## config.mk

```make
export PLATFORM = sky130hd
export DESIGN_NAME = spi_txn_ctrl_flat
export DESIGN_NICKNAME = d
export VERILOG_FILES = /design/src/rtl/spi_txn_if.sv /design/src/rtl/spi_txn_ctrl.sv /design/src/flat_wrapper.sv
export SDC_FILE = /design/constraint.sdc
export NUM_CORES = 1
export LEC_CHECK = 0
export CAP_MARGIN = 10
export CORE_AREA = 2 2 107 109
export CTS_CLUSTER_DIAMETER = 100
export DETAILED_ROUTE_END_ITERATION = 7
export DIE_AREA = 0 0 109 111
export PLACE_DENSITY = 0.63
export SETUP_SLACK_MARGIN = 0.15
export SLEW_MARGIN = 20
export SYNTH_ARGS = -nofsm -noshare
export SYNTH_HDL_FRONTEND = slang
export SYNTH_SLANG_ARGS = --single-unit
```

## constraint.sdc

```tcl
create_clock -name clk -period 4 [get_ports clk]
set_input_delay 1.2 -clock clk [delete_from_list [all_inputs] [get_ports clk]]
set_output_delay 1.2 -clock clk [all_outputs]
set_load 0.01 [all_outputs]
```

## src/rtl/spi_txn_if.sv

```systemverilog
// ---------------------------------------------------------------------------
// spi_txn_if
// Bundles the SPI pins and the requester/downstream handshake of the
// spi_txn_ctrl slave transaction controller.
//
// Parameters:
//   WIDTH  bits per SPI frame
//   NREQ   number of reply requesters
//
// Signals:
//   sclk, cs, mosi  SPI clock (mode 0), chip select (active low), data in
//   miso            SPI data out
//   req             per-requester reply-pending flags (level)
//   tx_data         reply words, requester i at [i*WIDTH +: WIDTH]
//   tx_ack          one-cycle pulse to the requester whose word was sent
//   rx_data         last correctly framed received word
//   rx_valid        one-cycle pulse when rx_data updates
//   frame_err       one-cycle pulse on an aborted or overlong frame
//   busy            controller is inside a transaction
//
// Modports:
//   slave   the controller side
//   master  the SPI master / requester / downstream side
// ---------------------------------------------------------------------------
interface spi_txn_if #(
    parameter int WIDTH = 16,
    parameter int NREQ  = 4
);
    logic                    sclk;
    logic                    cs;
    logic                    mosi;
    logic                    miso;
    logic [NREQ-1:0]         req;
    logic [NREQ*WIDTH-1:0]   tx_data;
    logic [NREQ-1:0]         tx_ack;
    logic [WIDTH-1:0]        rx_data;
    logic                    rx_valid;
    logic                    frame_err;
    logic                    busy;

    modport slave (
        input  sclk, cs, mosi, req, tx_data,
        output miso, tx_ack, rx_data, rx_valid, frame_err, busy
    );

    modport master (
        output sclk, cs, mosi, req, tx_data,
        input  miso, tx_ack, rx_data, rx_valid, frame_err, busy
    );
endinterface

```

## src/rtl/spi_txn_ctrl.sv

```systemverilog
// ---------------------------------------------------------------------------
// spi_txn_ctrl
// SPI slave transaction controller running entirely in the clk domain.
// sclk, cs and mosi are oversampled through 2-FF synchronizers; frames of
// WIDTH bits (MSB first, SPI mode 0) are received and delivered downstream
// with a one-cycle rx_valid pulse. The single reply slot of each frame is
// shared between NREQ requesters by round-robin arbitration.
//
// Ports:
//   clk    system clock, all logic on the rising edge
//   rst_n  asynchronous active-low reset
//   bus    spi_txn_if.slave (SPI pins, requester and downstream handshake)
//
// Parameters:
//   WIDTH      bits per frame
//   NREQ       number of requesters (>= 2)
//   IDLE_WORD  reply shifted out when nobody is requesting
//
// Build option:
//   SPI_ECHO_EN  when defined, an un-requested frame replies with the
//                complement of the last good received word instead of
//                IDLE_WORD.
//
// Master timing contract: sclk <= clk/8 and at least 4 clk between cs fall
// and the first sclk rise.
// ---------------------------------------------------------------------------
module spi_txn_ctrl #(
    parameter int               WIDTH     = 16,
    parameter int               NREQ      = 4,
    parameter logic [WIDTH-1:0] IDLE_WORD = '0
) (
    input logic       clk,
    input logic       rst_n,
    spi_txn_if.slave  bus
);

    localparam int PTR_W = (NREQ > 1) ? $clog2(NREQ) : 1;
    // bit_cnt must be able to hold WIDTH+1 to flag overlong frames.
    localparam int CNT_W = $clog2(WIDTH + 2);

    typedef enum logic [1:0] {
        IDLE  = 2'd0,
        LOAD  = 2'd1,
        SHIFT = 2'd2,
        DONE  = 2'd3
    } state_t;

    state_t state_q, state_d;

    // Synchronizer and edge-detect stages
    logic sclk_s1, sclk_s2, sclk_d;
    logic cs_s1,   cs_s2,   cs_d;
    logic mosi_s1, mosi_s2;

    logic sclk_rise, sclk_fall, cs_rise, cs_fall;

    // Datapath state
    logic [WIDTH-1:0] tx_shift_q;
    logic [WIDTH-1:0] rx_shift_q;
    logic [WIDTH-1:0] rx_data_q;
    logic [CNT_W-1:0] bit_cnt_q;
    logic [PTR_W-1:0] rr_ptr_q;
    logic [PTR_W-1:0] grant_q;
    logic             grant_vld_q;
    logic [NREQ-1:0]  tx_ack_q;
    logic             rx_valid_q;
    logic             frame_err_q;

    // Arbiter result
    logic [PTR_W-1:0] grant_idx;
    logic             grant_hit;
    logic [WIDTH-1:0] idle_reply;

    // -----------------------------------------------------------------------
    // Input synchronizers. All stages reset to 0, so a cs that is already
    // low when reset releases never looks like a falling edge and a frame
    // in progress is ignored until cs next falls.
    // -----------------------------------------------------------------------
    // NOTE: every clocked register uses non-blocking assignment so that all
    // stages sample the pre-edge values and the synchronizer chain shifts
    // by exactly one stage per clock.
    always_ff @(posedge clk or negedge rst_n) begin
        if (!rst_n) begin
            sclk_s1 <= 1'b0;
            sclk_s2 <= 1'b0;
            sclk_d  <= 1'b0;
            cs_s1   <= 1'b0;
            cs_s2   <= 1'b0;
            cs_d    <= 1'b0;
            mosi_s1 <= 1'b0;
            mosi_s2 <= 1'b0;
        end else begin
            sclk_s1 <= bus.sclk;
            sclk_s2 <= sclk_s1;
            sclk_d  <= sclk_s2;
            cs_s1   <= bus.cs;
            cs_s2   <= cs_s1;
            cs_d    <= cs_s2;
            mosi_s1 <= bus.mosi;
            mosi_s2 <= mosi_s1;
        end
    end

    // mosi_s2 has the same depth as sclk_s2, so it is aligned with the
    // detected sclk rise.
    assign sclk_rise =  sclk_s2 & ~sclk_d;
    assign sclk_fall = ~sclk_s2 &  sclk_d;
    assign cs_rise   =  cs_s2   & ~cs_d;
    assign cs_fall   = ~cs_s2   &  cs_d;

    // -----------------------------------------------------------------------
    // Round-robin arbiter: first pending requester at or after rr_ptr.
    // -----------------------------------------------------------------------
    // NOTE: every signal assigned in an always_comb gets a default at the
    // top of the block, so no path leaves it unassigned and no latch forms.
    always_comb begin
        int idx_i;
        grant_hit = 1'b0;
        grant_idx = '0;
        idx_i     = 0;
        for (int k = 0; k < NREQ; k++) begin
            idx_i = int'(rr_ptr_q) + k;
            if (idx_i >= NREQ) begin
                idx_i = idx_i - NREQ;
            end
            if (!grant_hit && bus.req[PTR_W'(idx_i)]) begin
                grant_hit = 1'b1;
                grant_idx = PTR_W'(idx_i);
            end
        end
    end

`ifdef SPI_ECHO_EN
    assign idle_reply = ~rx_data_q;
`else
    assign idle_reply = IDLE_WORD;
`endif

    // -----------------------------------------------------------------------
    // Sequencer
    // -----------------------------------------------------------------------
    always_ff @(posedge clk or negedge rst_n) begin
        if (!rst_n) begin
            state_q <= IDLE;
        end else begin
            state_q <= state_d;
        end
    end

    always_comb begin
        state_d = state_q;
        case (state_q)
            // cs rises and sclk edges outside a frame are ignored.
            IDLE:  if (cs_fall) state_d = LOAD;
            // A cs pulse too short to reach SHIFT still closes the frame,
            // and is reported as a short frame rather than being lost.
            LOAD:  state_d = cs_rise ? DONE : SHIFT;
            SHIFT: if (cs_rise) state_d = DONE;
            DONE:  state_d = IDLE;
            default: state_d = IDLE;
        endcase
    end

    // -----------------------------------------------------------------------
    // Datapath. An sclk edge coinciding with the cs rise is still applied
    // here because the datapath acts on SHIFT, while the state moves to
    // DONE on the same edge; DONE therefore sees the final bit count.
    // -----------------------------------------------------------------------
    always_ff @(posedge clk or negedge rst_n) begin
        if (!rst_n) begin
            tx_shift_q  <= '0;
            rx_shift_q  <= '0;
            rx_data_q   <= '0;
            bit_cnt_q   <= '0;
            rr_ptr_q    <= '0;
            grant_q     <= '0;
            grant_vld_q <= 1'b0;
            tx_ack_q    <= '0;
            rx_valid_q  <= 1'b0;
            frame_err_q <= 1'b0;
        end else begin
            // Pulses are high for exactly one cycle.
            tx_ack_q    <= '0;
            rx_valid_q  <= 1'b0;
            frame_err_q <= 1'b0;

            case (state_q)
                LOAD: begin
                    // req/tx_data are sampled only here; later changes do
                    // not affect the frame in flight.
                    if (grant_hit) begin
                        tx_shift_q <= bus.tx_data[int'(grant_idx)*WIDTH +: WIDTH];
                    end else begin
                        tx_shift_q <= idle_reply;
                    end
                    grant_q     <= grant_idx;
                    grant_vld_q <= grant_hit;
                    bit_cnt_q   <= '0;
                end

                SHIFT: begin
                    if (sclk_rise) begin
                        rx_shift_q <= {rx_shift_q[WIDTH-2:0], mosi_s2};
                        // Saturate one past WIDTH: enough to tell an
                        // overlong frame from a correct one.
                        if (bit_cnt_q != CNT_W'(WIDTH + 1)) begin
                            bit_cnt_q <= bit_cnt_q + CNT_W'(1);
                        end
                    end
                    // Mode 0: the master samples on the rise, so the next
                    // bit is presented after the fall.
                    if (sclk_fall) begin
                        tx_shift_q <= {tx_shift_q[WIDTH-2:0], 1'b0};
                    end
                end

                DONE: begin
                    if (bit_cnt_q == CNT_W'(WIDTH)) begin
                        rx_data_q  <= rx_shift_q;
                        rx_valid_q <= 1'b1;
                        if (grant_vld_q) begin
                            tx_ack_q[grant_q] <= 1'b1;
                            rr_ptr_q <= (grant_q == PTR_W'(NREQ - 1))
                                        ? '0 : grant_q + PTR_W'(1);
                        end
                    end else begin
                        // Short or overlong: the granted requester is not
                        // acknowledged and wins again on the next frame.
                        frame_err_q <= 1'b1;
                    end
                end

                default: ;
            endcase
        end
    end

    // -----------------------------------------------------------------------
    // Outputs
    // -----------------------------------------------------------------------
    assign bus.miso      = (state_q == SHIFT) ? tx_shift_q[WIDTH-1] : 1'b0;
    assign bus.tx_ack    = tx_ack_q;
    assign bus.rx_data   = rx_data_q;
    assign bus.rx_valid  = rx_valid_q;
    assign bus.frame_err = frame_err_q;
    assign bus.busy      = (state_q != IDLE);

endmodule

```

## src/flat_wrapper.sv

```systemverilog
// flat-port wrapper written by rule: the top's interface ports become plain ports
module spi_txn_ctrl_flat 
#(
    parameter int               WIDTH     = 16,
    parameter int               NREQ      = 4,
    parameter logic [WIDTH-1:0] IDLE_WORD = '0
)
  (clk, rst_n, bus_sclk, bus_cs, bus_mosi, bus_req, bus_tx_data, bus_miso, bus_tx_ack, bus_rx_data, bus_rx_valid, bus_frame_err, bus_busy);
  spi_txn_if #(.WIDTH(WIDTH), .NREQ(NREQ)) bus_i ();
  input logic clk;
  input logic rst_n;
  input wire logic [$bits(bus_i.sclk)-1:0] bus_sclk;
  input wire logic [$bits(bus_i.cs)-1:0] bus_cs;
  input wire logic [$bits(bus_i.mosi)-1:0] bus_mosi;
  input wire logic [$bits(bus_i.req)-1:0] bus_req;
  input wire logic [$bits(bus_i.tx_data)-1:0] bus_tx_data;
  output wire logic [$bits(bus_i.miso)-1:0] bus_miso;
  output wire logic [$bits(bus_i.tx_ack)-1:0] bus_tx_ack;
  output wire logic [$bits(bus_i.rx_data)-1:0] bus_rx_data;
  output wire logic [$bits(bus_i.rx_valid)-1:0] bus_rx_valid;
  output wire logic [$bits(bus_i.frame_err)-1:0] bus_frame_err;
  output wire logic [$bits(bus_i.busy)-1:0] bus_busy;
  assign bus_i.sclk = bus_sclk;
  assign bus_i.cs = bus_cs;
  assign bus_i.mosi = bus_mosi;
  assign bus_i.req = bus_req;
  assign bus_i.tx_data = bus_tx_data;
  assign bus_miso = bus_i.miso;
  assign bus_tx_ack = bus_i.tx_ack;
  assign bus_rx_data = bus_i.rx_data;
  assign bus_rx_valid = bus_i.rx_valid;
  assign bus_frame_err = bus_i.frame_err;
  assign bus_busy = bus_i.busy;
  spi_txn_ctrl #(.WIDTH(WIDTH), .NREQ(NREQ), .IDLE_WORD(IDLE_WORD)) u_core (.clk(clk), .rst_n(rst_n), .bus(bus_i));
endmodule
```

======== Word-level counts from Yosys, hierarchy flattened ========
Cells that the tools add are included.
storage, ports and cells
  bits in registers ....................... 74
  output and inout bits ................... 24
operators by class
  $add $sub $neg .......................... 9
  magnitude comparators ................... 10
  eq/ne operators ......................... 11
  shift operators ......................... 1
  mux-type cells .......................... 45
  bitwise gates (word level) .............. 8
  reduce and logical (&&, ||, !) cells .... 16
operators by type and width
  kind                 number
  $shiftx 64x7->16     1
  $mux 16              2
  $pmux 16 s2          1
  $mux 2               11
  $mux 1               19
  $lt 2x4->1 const B   4
  $mux 4               3
  $mux 5               2
  $ne 2x1->1 const B   5
  $pmux 5 s2           1
  $ge 3x3->1 const B   3
  $bmux 1 s2           4
  $pmux 2 s4           1
  $reduce_and 2->1     4
  $sub 2x1->2 const B  4
  $add 2x2->3 const B  2
  $eq 2x2->1 const B   3
  $reduce_and 3->1     2
  $add 5x1->5 const B  1
  $eq 5x5->1 const B   1
  $ne 5x5->1 const B   1
  $and 1x1->1          4
  $logic_and 1x1->1    4
  $not 1->1            4
  10 further kinds     13

======== Depth between registers and ports, before layout ========
  word-level depth ........................ 18
  depth in mapped cells ................... 9
  depth with buffers taken out ............ 8

======== Worst setup path after synthesis ========
Ideal clock, no wire load.
  path kind ............................... input -> register
  from .................................... in bus_req[0]
  to ...................................... reg u_core.tx_shift_q[10]
  data arrival time ....................... 2.586 ns
  setup slack ............................. 1.341 ns
  cell stages on the path ................. 7
  buffers on the path ..................... 1
  cells stage by stage .................... and2_1 o21ai_0 a21oi_1 nor2_2 buf_2 mux2_2 a21oi_2
on the way
  longest elaborated chain between the ends .. 16
  elaborated cells between the ends (all ways) .. 29
  those cells by class .................... shift (1); mux (22); reduce/logical (6)
ends and longest elaborated chain
  item                                        line                 RTL
  start, declared                             flat_wrapper.sv:15   input wire logic [$bits(bus_i.req)-1:0] bus_req;
  $bmux 1 s2                                  spi_txn_ctrl.sv:126  if (!grant_hit && bus.req[PTR_W'(idx_i)]) begin
  $mux 1 (not written as such) (2 in series)  spi_txn_ctrl.sv:126
  $mux 1                                      spi_txn_ctrl.sv:126
  $logic_not 1->1                             spi_txn_ctrl.sv:126
  $logic_and 1x1->1                           spi_txn_ctrl.sv:126
  $mux 1                                      spi_txn_ctrl.sv:126
  $logic_not 1->1                             spi_txn_ctrl.sv:126
  $logic_and 1x1->1                           spi_txn_ctrl.sv:126
  $mux 1                                      spi_txn_ctrl.sv:126
  $logic_not 1->1                             spi_txn_ctrl.sv:126
  $logic_and 1x1->1                           spi_txn_ctrl.sv:126
  $mux 2                                      spi_txn_ctrl.sv:126
  $shiftx 64x7->16                            spi_txn_ctrl.sv:192  tx_shift_q <= bus.tx_data[int'(grant_idx)*WIDTH +: WIDTH];
  $mux 16 *                                   spi_txn_ctrl.sv:191  if (grant_hit) begin
  $pmux 16 s2 *                               spi_txn_ctrl.sv:187  case (state_q)
  end signal, assigned                        spi_txn_ctrl.sv:192
  end signal, assigned                        spi_txn_ctrl.sv:194  tx_shift_q <= idle_reply;
  end signal, assigned                        spi_txn_ctrl.sv:213  tx_shift_q <= {tx_shift_q[WIDTH-2:0], 1'b0};
  end, declared                               spi_txn_ctrl.sv:58   logic [WIDTH-1:0] tx_shift_q;
Mark *: on every way between the ends. The rest lies on a longest branch, timed or not. The select of a mux whose other input is x is not followed.
A chain may end at the register's enable or synchronous reset.

======== Worst setup path after layout ========
  from .................................... in bus_req[2]
  to ...................................... reg u_core.tx_shift_q[15]
Same word-level chain as after synthesis.

==> flow_metrics.env <==
export IMPL_vias=2725
export IMPL_postCtsResizedCells=0
export IMPL_clock_latency_ns=0.33
export IMPL_antenna_found_initial=0
export IMPL_synthDistinctLibCells=35
export IMPL_fin_worst_skew_ns=0.00642
export IMPL_io_buffers=96
export IMPL_holdBufCountCts=0
export IMPL_yosysMostFrequentCell="dfrtp_1"
export IMPL_power_density_mw_per_mm2=504
export IMPL_synth_fa_ha_area_share_pct=4.03
export IMPL_fmax_mhz=336
export IMPL_p_switching_mw=0.842
export IMPL_coreArea_mm2=0.0111
export IMPL_synth_xor_area_share_pct=0
export IMPL_synth_edf_count=0
export IMPL_totalWireLength_mm=7.98
export IMPL_clkSinkCount=74
export IMPL_placementRows=39
export IMPL_yosysTopAreaCell="dfrtp_1"
export IMPL_drc=0
export IMPL_cp_end_kind="flip-flop"
export IMPL_tns_ns=0
export IMPL_start_util_pct=33.6
export IMPL_status="finished, final reports clean"
export IMPL_fin_crit_sh_pct=74.3
export IMPL_place_congestion=0.730
export IMPL_synth_area_leaders="dfrtp_1 (50%), mux2_2 (15%), mux2i_1 (8.9%), o21ai_0 (6.3%), ha_1 (4.0%)"
export IMPL_nets=497
export IMPL_drt_iter0_markers=121
export IMPL_die_area_mm2=0.0121
export IMPL_grt_pass1_wl_mm=13.4
export IMPL_final_util_pct=46.3
export IMPL_start_kind="input pin"
export IMPL_fin_crit_ns=2.97
export IMPL_synth_warnings=0
export IMPL_cts_buffer_depth=2
export IMPL_maxCapViolations=0
export IMPL_r2r_slack_ns=1.53
export IMPL_dr_pass1_iters=4
export IMPL_grt_pass1_vias=2860
export IMPL_path_cells="clkdlybuf4s50_1, mux2i_1, nor2_1, a211oi_4, buf_4, mux2i_1, mux2_2, a21oi_2"
export IMPL_p_clk_share_pct=31.9
export IMPL_synth_mux_area_share_pct=24.0
export IMPL_die_x_um=109
export IMPL_synth_simple_area_share_pct=6.51
export IMPL_grt_use_total_pct=13.8
export IMPL_ys_flop_type="dfrtp_1"
export IMPL_relSlewSlack_pct=38.7
export IMPL_cts_htree_levels=3
export IMPL_combPwrFrac_pct=29.8
export IMPL_hpwlAfterDp_mm=5.48
export IMPL_crit_required_ns=4.26
export IMPL_clk_pin_slew_worst_paths_ns=0.06
export IMPL_viasPerCell=4.87
export IMPL_syn_instance_count=316
export IMPL_fill_cells=1034
export IMPL_critPathArrivalTime_ns=3.23
export IMPL_final_max_slew_viol_count=0
export IMPL_synthArstFlopShare_pct=100
export IMPL_grt_ovfl_total=0
export IMPL_multi_input_area_mm2=0.00176
export IMPL_antenna_cells=0
export IMPL_leakagePower_nw=2.23
export IMPL_synth_top_family_by_area="multiplexers"
export IMPL_cts_made_buffers=9
export IMPL_hold_viol=0
export IMPL_ioPinCount=97
export IMPL_synth_seq_cells=74
export IMPL_synth_compound_area_share_pct=12.6
export IMPL_setup_viol_count_final=0
export IMPL_seqPwrFrac_pct=38.3
export IMPL_synth_nets=401
export IMPL_cp_top_family="buffers and inverters"
export IMPL_wl_per_cell_um=14.2
export IMPL_synth_area_mm2=0.00373
export IMPL_min_path_type="flip-flop to flip-flop"
export IMPL_rsz0062_at_grt="no"
export IMPL_synth_avg_cell_area_um2=11.8
export IMPL_cpMaxStageDelayCell="clkdlybuf4s50_1"
export IMPL_critPathBufInv=2
export IMPL_critPathKind="input pin to flip-flop"
export IMPL_syn_to_final_growth_pct=37.6
export IMPL_p_int_mw=1.74
export IMPL_die_y_um=111
export IMPL_ant_nets=0
export IMPL_synth_top_area_share_pct=49.7
export IMPL_cp_max_fo=33
export IMPL_synthTopCellsByCount="dfrtp_1 (74), mux2_2 (50), o21ai_0 (47), mux2i_1 (33)"
export IMPL_cts_tree="built"
export IMPL_seq_area_frac_synth_pct=49.7
export IMPL_seqCellArea_mm2=0.00185
export IMPL_cpPeakStageDelay_ns=0.48
export IMPL_swShare_pct=32.6
export IMPL_grt_start_max_net_pins=75
export IMPL_crit_top_cell="mux2i_1"
export IMPL_root_buffer="clkbuf_16"
export IMPL_vdd_drop_max_mv=0.320
export IMPL_tightest_slew_ns=0.919
export IMPL_drive_gt1_share_pct=20.6
export IMPL_cts_setup_buffers=0
-- stage by stage --
stage / hold WS, ns / instance area (µm²) / std cells / setup slack, ns / power (mW)
2_1_floorplan: 0.331 / 3730 / 316 / 1.34 / 1.51
3_3_place_gp: 0.332 / 4820 / 544 / 0.751 / 1.75
3_5_place_dp: 0.335 / 4820 / 544 / 0.673 / 1.77
4_1_cts: 0.348 / 5130 / 560 / 1.01 / 2.62
5_1_grt: 0.359 / 5130 / 560 / 0.882 / 2.77
6_report: 0.348 / 5130 / 560 / 1.03 / 2.58
-- cell usage in the layout, fill, tap and decap left out, types with 4 or more instances in the layout --
cell | Yosys | layout
and2_1 | 4 | 4
dfrtp_1 | 74 | 74
ha_1 | 12 | 12
mux2i_1 | 33 | 33
inv_1 | 10 | 10
mux2_2 | 50 | 50
o21ai_0 | 47 | 47
buf_4 | 0 | 5
clkbuf_16 | 0 | 9
clkdlybuf4s50_1 | 0 | 95
a21oi_1 | 8 | 8
and3_1 | 8 | 8
nor2_1 | 4 | 4
nand2_1 | 10 | 10
nand2b_1 | 4 | 4
a21oi_2 | 12 | 12
-- area by class of cell --
cell class              count  area share [%]
inverters                  10           0.732
repair buffers            100            19.3
flip-flops and latches     74            36.1
well taps                 143            3.49
clock inverters             7            1.61
multi-input cells         217            34.4
clock buffers               9            4.39
-- registers in the layout (all words and copies together), names as in the netlist, 2 cells and up --
signal	cells
u_core.rx_shift_q	16
u_core.grant_q	2
u_core.state_q	2
u_core.bit_cnt_q	5
u_core.tx_shift_q	16
u_core.bus.tx_ack	4
u_core.bus.rx_data	16
u_core.rr_ptr_q	2
-- path summary, 6_finish.rpt --
kind                                    from  cells past startpoint               endpoint
max                               bus_req[2]                      8  u_core.tx_shift_q[15]
min                           u_core.sclk_s1                      0         u_core.sclk_s2
max reg2reg                u_core.state_q[0]                      8   u_core.tx_shift_q[5]
min reg2reg                   u_core.sclk_s1                      0         u_core.sclk_s2
max in group asynchronous              rst_n                      1   u_core.tx_shift_q[6]
min in group asynchronous              rst_n                      1  u_core.bus.rx_data[6]
-- layer usage --
layer  routed length, µm  GRT usage [%]
met5                   0              0
met1                3680           17.8
met3                 497           3.64
met2                3710           22.2
met4                  98           4.79
-- cells by family (layout without fill, tap and decap cells) --
family | after synthesis | in the layout
AO/OA/AOI/OAI | 78 | 78
AND/OR/NAND/NOR | 44 | 44
buffers and inverters | 25 | 126
multiplexers | 83 | 83
adder cells (fa/ha/maj) | 12 | 12
flip-flops | 74 | 74
-- power groups by stage --
stage	Sequential [mW]	Clock (mW)	Combinational [mW]
after floorplan	0.976	0	0.538
after global placement	1.00	0	0.753
after detailed placement	1.00	0	0.773
after CTS	0.991	0.852	0.779
after global routing	1.01	0.887	0.870
final	0.990	0.824	0.769
No activity file was read; power rests on OpenSTA's default activity.
==> edit 1: new RTL, config.mk and constraints unchanged <==
`WIDTH` is set to 16 in 3 places; all go to 8.
--- a/src/rtl/spi_txn_if.sv
+++ b/src/rtl/spi_txn_if.sv
@@ -23,7 +23,7 @@
 //   master  the SPI master / requester / downstream side
 // ---------------------------------------------------------------------------
 interface spi_txn_if #(
-    parameter int WIDTH = 16,
+    parameter int WIDTH = 8,
     parameter int NREQ  = 4
 );
     logic                    sclk;
--- a/src/rtl/spi_txn_ctrl.sv
+++ b/src/rtl/spi_txn_ctrl.sv
@@ -25,7 +25,7 @@
 // and the first sclk rise.
 // ---------------------------------------------------------------------------
 module spi_txn_ctrl #(
-    parameter int               WIDTH     = 16,
+    parameter int               WIDTH     = 8,
     parameter int               NREQ      = 4,
     parameter logic [WIDTH-1:0] IDLE_WORD = '0
 ) (
--- a/src/flat_wrapper.sv
+++ b/src/flat_wrapper.sv
@@ -1,7 +1,7 @@
 // flat-port wrapper written by rule: the top's interface ports become plain ports
 module spi_txn_ctrl_flat 
 #(
-    parameter int               WIDTH     = 16,
+    parameter int               WIDTH     = 8,
     parameter int               NREQ      = 4,
     parameter logic [WIDTH-1:0] IDLE_WORD = '0
 )
Ports: changed (resized bus_rx_data and bus_tx_data); port bits go from 97 to 57. The function was not compared with the original's and may differ.
==> edit 1 against the unedited design <==
  * Sequential cell count fell by 25
  * Worst setup slack got worse by 0.14 ns
  * Clock skew is 0.00052 ns higher
  * Critical path depth decreased by 3
  * Sequential power decreased by 31%
  * Power decreased by 36%
  * Count of clock-buffer cells in the layout fell by 4
  * Clock power is 49% lower
  * Final area shrank 36%
  * Non-clock buffer count decreased by 42
  * Synthesized area fell by 35%
  * Combinational power is 29% lower
  * Core utilization down 17 points
  * Routed wire length decreased by 38%
==> edit 1: results (changes against the unedited design) <==
Crit-path max cell delay -> 0.54 ns (+0.06 ns)
Clock-pin slew on the worst setup and hold paths -> 0.06 ns (about the same)
Antenna violations before repair -> 0 (unchanged)
Hold path startpoint -> u_core.cs_s1$_DFF_PN0_
R2R setup slack -> 2.09 ns (+0.56 ns)
Drt initial violations -> 72 (-40%)
Critical Path Slowest Stage Cell -> clkdlybuf4s50_1
Via count -> 1801 (-34%)
Worst-path maximum fanout -> 19 (-42%)
Ant diodes -> 0 (unchanged)
CTS root buf -> clkbuf_16
Resized cells post-CTS -> 0 (unchanged)
List of most frequent post-synthesis cells -> 49 x dfrtp_1, 32 x nand2_1, 18 x mux2i_1
First-pass GRT wire length -> 8590 um (-36%)
Placed inst area -> 3120 um2 (-35%)
Worst Path Arrival -> 1.91 ns (-1.32 ns)
Layout Skew -> 0.00695 ns (+0.000525 ns)
CP top delay family -> buffers and inverters
Clock latency at the later pin of the worst-skew pair -> 0.29 ns (-0.04 ns)
Max clock buf depth -> 2 (unchanged)
Mapped Nets -> 275 (-31%)
Vias in the first global route -> 1897 (-34%)
Largest net degree at the start of global routing -> 50 (-33%)
Sequential share of the synthesized area -> 0.505 (+0.00792)
Htree depth -> 2 (-1)
Status -> finished, final reports clean
Dpl hpwl -> 3760 um (-31%)
YS warnings -> 0 (unchanged)
Routed WL -> 4980 um (-38%)
Hold_ws -> 0.348 ns (-0.000127 ns)
Fill cells -> 1152 (+11%)
Overall routing resource usage -> 0.0887 (-0.0495)
Async SR Flop Fraction -> 1.00 (unchanged)
Post-CTS setup buffer count -> 0 (unchanged)
Setup TNS -> 0 ns (unchanged)
Port bufs -> 56 (-42%)
Critical path origin -> u_core.state_q[0]$_DFFE_PN0P_
Max IR drop VDD -> 0.250 mV (-22%)
Reg2reg start -> u_core.sclk_s2$_DFF_PN0_
Netlist cell types -> 40 (+14%)
Relative slew slack -> 0.478 (+0.0904)
GPL Wtd Cong -> 0.716 (-1.8%)
Inserted Clock Buffers -> 5 (-4)
Final net count -> 331 (-33%)
Static Leak -> 0.00151 uW (-32%)
Hold Crit Class -> reg2reg
Layout cell share with drive strength beyond 1 -> 0.104 (-0.102)
Top cells by area, synth -> dfrtp_1 50%, mux2i_1 7.4%, ha_1 6.2%
First-pass DRT Iterations -> 4 (unchanged)
## edit 1: changes by cell type in the layout (fill, tap and decap cells not counted), sizes merged, moves of 8 or more
cell	before	now
nand2	10	33
a21oi	20	11
o21ai	50	9
mux2i	33	18
clkdlybuf4s50	95	55
mux2	50	16
o221ai	0	8
dfrtp	74	49
## edit 1: final timing paths
kind / end / depth (start not counted)
max in group asynchronous: u_core.tx_shift_q[2]$_DFFE_PN0P_ / 1
min in group asynchronous: u_core.rx_shift_q[7]$_DFFE_PN0P_ / 1
min: u_core.cs_s2$_DFF_PN0_ / 0
max: bus_miso / 5
min reg2reg: u_core.cs_s2$_DFF_PN0_ / 0
max reg2reg: u_core.tx_shift_q[6]$_DFFE_PN0P_ / 4
## edit 1: worst reg2reg max path: stages (launching register included)
cell and delay [ns]:
dfrtp_1 0.39, nor2b_1 0.62, mux2_2 0.41, a22oi_1 0.24, o221ai_2 0.13
## edit 1: routing by layer
metal,vias to the layer above,share of wire,GRT usage
met2,45,0.50,0.153
li1,887,-,-
met1,866,0.44,0.105
met4,0,0.0034,0.0205
met3,3,0.058,0.0288
met5,-,0,0
## edit 1: layout make-up
cell class,instances,share of cell area
clock buffers,5,0.0382
inverters,11,0.0126
repair buffers,58,0.175
clock inverters,3,0.00765
flip-flops and latches,49,0.375
well taps,143,0.0547
multi-input cells,153,0.337
## edit 1: cells by family after synthesis
kind of cell               Yosys count  synth area share
and+or+nand+nor                     71             0.143
DFF                                 49             0.505
AOI/OAI and AO/OA                   36             0.101
muxes                               34             0.148
buffers and inverters               20            0.0407
adders and majority gates           12            0.0618
## edit 1: stage by stage
step	utilization	power (uW)	cells	setup slack (ns)
after floorplan	-	1060	222	1.51
after global placement	0.282	1220	414	1.15
after detailed placement	0.282	1240	414	1.10
after CTS	0.295	1680	422	0.878
after global routing	0.295	1790	422	0.760
final	0.295	1650	422	0.890
## edit 1: power breakdown
part | internal, uW | switching [uW] | total (uW)
Clock | 236 | 187 | 424
Combinational | 267 | 282 | 549
Sequential | 601 | 77.6 | 679
==> edit 2: new RTL, same flow settings <==
Made on the original files. Make the reset (`rst_n`) synchronous in 3 clocked blocks. Comments in the files are not updated.
--- a/src/rtl/spi_txn_ctrl.sv
+++ b/src/rtl/spi_txn_ctrl.sv
@@ -79,7 +79,7 @@
     // NOTE: every clocked register uses non-blocking assignment so that all
     // stages sample the pre-edge values and the synchronizer chain shifts
     // by exactly one stage per clock.
-    always_ff @(posedge clk or negedge rst_n) begin
+    always_ff @(posedge clk) begin
         if (!rst_n) begin
             sclk_s1 <= 1'b0;
             sclk_s2 <= 1'b0;
@@ -139,7 +139,7 @@
     // -----------------------------------------------------------------------
     // Sequencer
     // -----------------------------------------------------------------------
-    always_ff @(posedge clk or negedge rst_n) begin
+    always_ff @(posedge clk) begin
         if (!rst_n) begin
             state_q <= IDLE;
         end else begin
@@ -166,7 +166,7 @@
     // here because the datapath acts on SHIFT, while the state moves to
     // DONE on the same edge; DONE therefore sees the final bit count.
     // -----------------------------------------------------------------------
-    always_ff @(posedge clk or negedge rst_n) begin
+    always_ff @(posedge clk) begin
         if (!rst_n) begin
             tx_shift_q  <= '0;
             rx_shift_q  <= '0;
Check against the original RTL: differs if rst_n is asserted again (counterexample within 10 cycles, from zero or initial values and one cycle with rst_n low); with rst_n held inactive, the same outputs for 10 cycles.
==> edit 2 against the unedited design <==
  * Synthesized area is essentially flat
  * Highest routed layer unchanged
  * Routed wire length grew 6.3%
  * Sequential cell count is the same
  * Register-to-register slack gained 0.17 ns
  * First-iteration DRC count shrank 12%
  * Final area shrank 0.56%
  * Worst setup slack lost 0.22 ns
  * Power shrank 18%
==> edit 2: results (changes against the unedited design) <==
Clock buffer count -> 10 (+1)
Placed inst area -> 4770 um2 (-1.1%)
#MultiIn Comb -> 337 (+55%)
Max clock buf depth -> 2 (unchanged)
Top cells by area, synth -> dfxtp_1 40%, nand2_1 7.5%, a21boi_0 7.0%
Sequential share of the synthesized area -> 0.397 (-0.0995)
CP top delay family -> buffers and inverters
Static Leak -> 0.00190 uW (-15%)
Layout cell share with drive strength beyond 1 -> 0.0557 (-0.151)
Max IR drop VDD -> 0.201 mV (-37%)
Layout Skew -> 0.00656 ns (+0.000140 ns)
Ant diodes -> 0 (unchanged)
Cell depth of the worst min-delay path -> 1 (+1)
Part of the power in combinational logic -> 0.185 (-0.113)
Fraction of area in registers -> 0.291 (-0.0706)
Crit path to -> bus_miso
Mapped Nets -> 539 (+34%)
Worst Path Arrival -> 1.99 ns (-1.24 ns)
Fill cells -> 1091 (+5.5%)
Multi-input combinational area share -> 0.406 (+0.0628)
Vias in the first global route -> 3205 (+12%)
Async SR Flop Fraction -> 0 (-1.00)
Overall routing resource usage -> 0.149 (+0.0109)
Worst-path maximum fanout -> 11 (-67%)
Status -> finished, final reports clean
Largest net degree at the start of global routing -> 63 (-16%)
Reg2reg end -> u_core.tx_shift_q[13]$_SDFFE_PN0P_
Critical path origin -> u_core.state_q[0]$_SDFFE_PN0P_
Crit-path max cell delay -> 0.58 ns (+0.10 ns)
Period Utilization, post-route -> 0.797 (+0.0543)
Clk cell area share -> 0.0646 (+0.00451)
Dpl ws -> 0.704 ns (+0.0319 ns)
Final net count -> 618 (+24%)
R2R setup slack -> 1.70 ns (+0.17 ns)
Dpl hpwl -> 6290 um (+15%)
R2R cell count -> 6 (-2)
Netlist cell types -> 43 (+23%)
Drt initial violations -> 106 (-12%)
First-pass GRT wire length -> 14700 um (+9.5%)
List of most frequent post-synthesis cells -> 74 x dfxtp_1, 74 x nand2_1, 38 x o21ai_0
Sw Share -> 0.263 (-0.0629)
Worst Hold Path EP -> u_core.mosi_s2$_SDFF_PN0_
Hold path startpoint -> u_core.mosi_s1$_SDFF_PN0_
Hold_ws -> 0.433 ns (+0.0853 ns)
Sequential cells -> 74 (unchanged)
Via density per instance -> 4.89 (+0.55%)
Layout non-clock buf frac -> 0.194 (+0.00158)
YS warnings -> 0 (unchanged)
Port bufs -> 96 (unchanged)
Relative slew slack -> 0.473 (+0.0857)
Inserted Clock Buffers -> 9 (unchanged)
Most used DFF post-synth -> dfxtp_1
==> edit 2: changes by cell type after synthesis, sizes merged, moves of 27 or more <==
cell and delta:
dfrtp -74, mux2i -31, mux2 -50, nand2 +64, and3 +27, a21boi +64, dfxtp +74
==> edit 2: cell families (layout without fill, tap and decap cells) <==
group	count (synthesis)	count (layout)	synth area share
buffers and inverters	44	128	0.0493
xor gates and xnor gates	3	3	0.00705
adders and majority gates	11	11	0.0369
and+or+nand+nor	159	159	0.229
muxes	2	2	0.00537
AOI/OAI and AO/OA	162	162	0.275
DFF	74	74	0.397
==> edit 2: metrics by stage <==
stage	cells	total power, uW	util
6_report	682	2110	0.460
3_3_place_gp	666	1250	0.430
5_1_grt	682	2230	0.460
2_1_floorplan	455	1110	-
3_5_place_dp	666	1250	0.430
4_1_cts	682	2130	0.460
==> edit 2: per-layer routing <==
layer | GRT usage | wire length (um)
met5 | 0 | 0
met4 | 0.0632 | 204
met3 | 0.0400 | 516
met2 | 0.231 | 3780
met1 | 0.193 | 3980
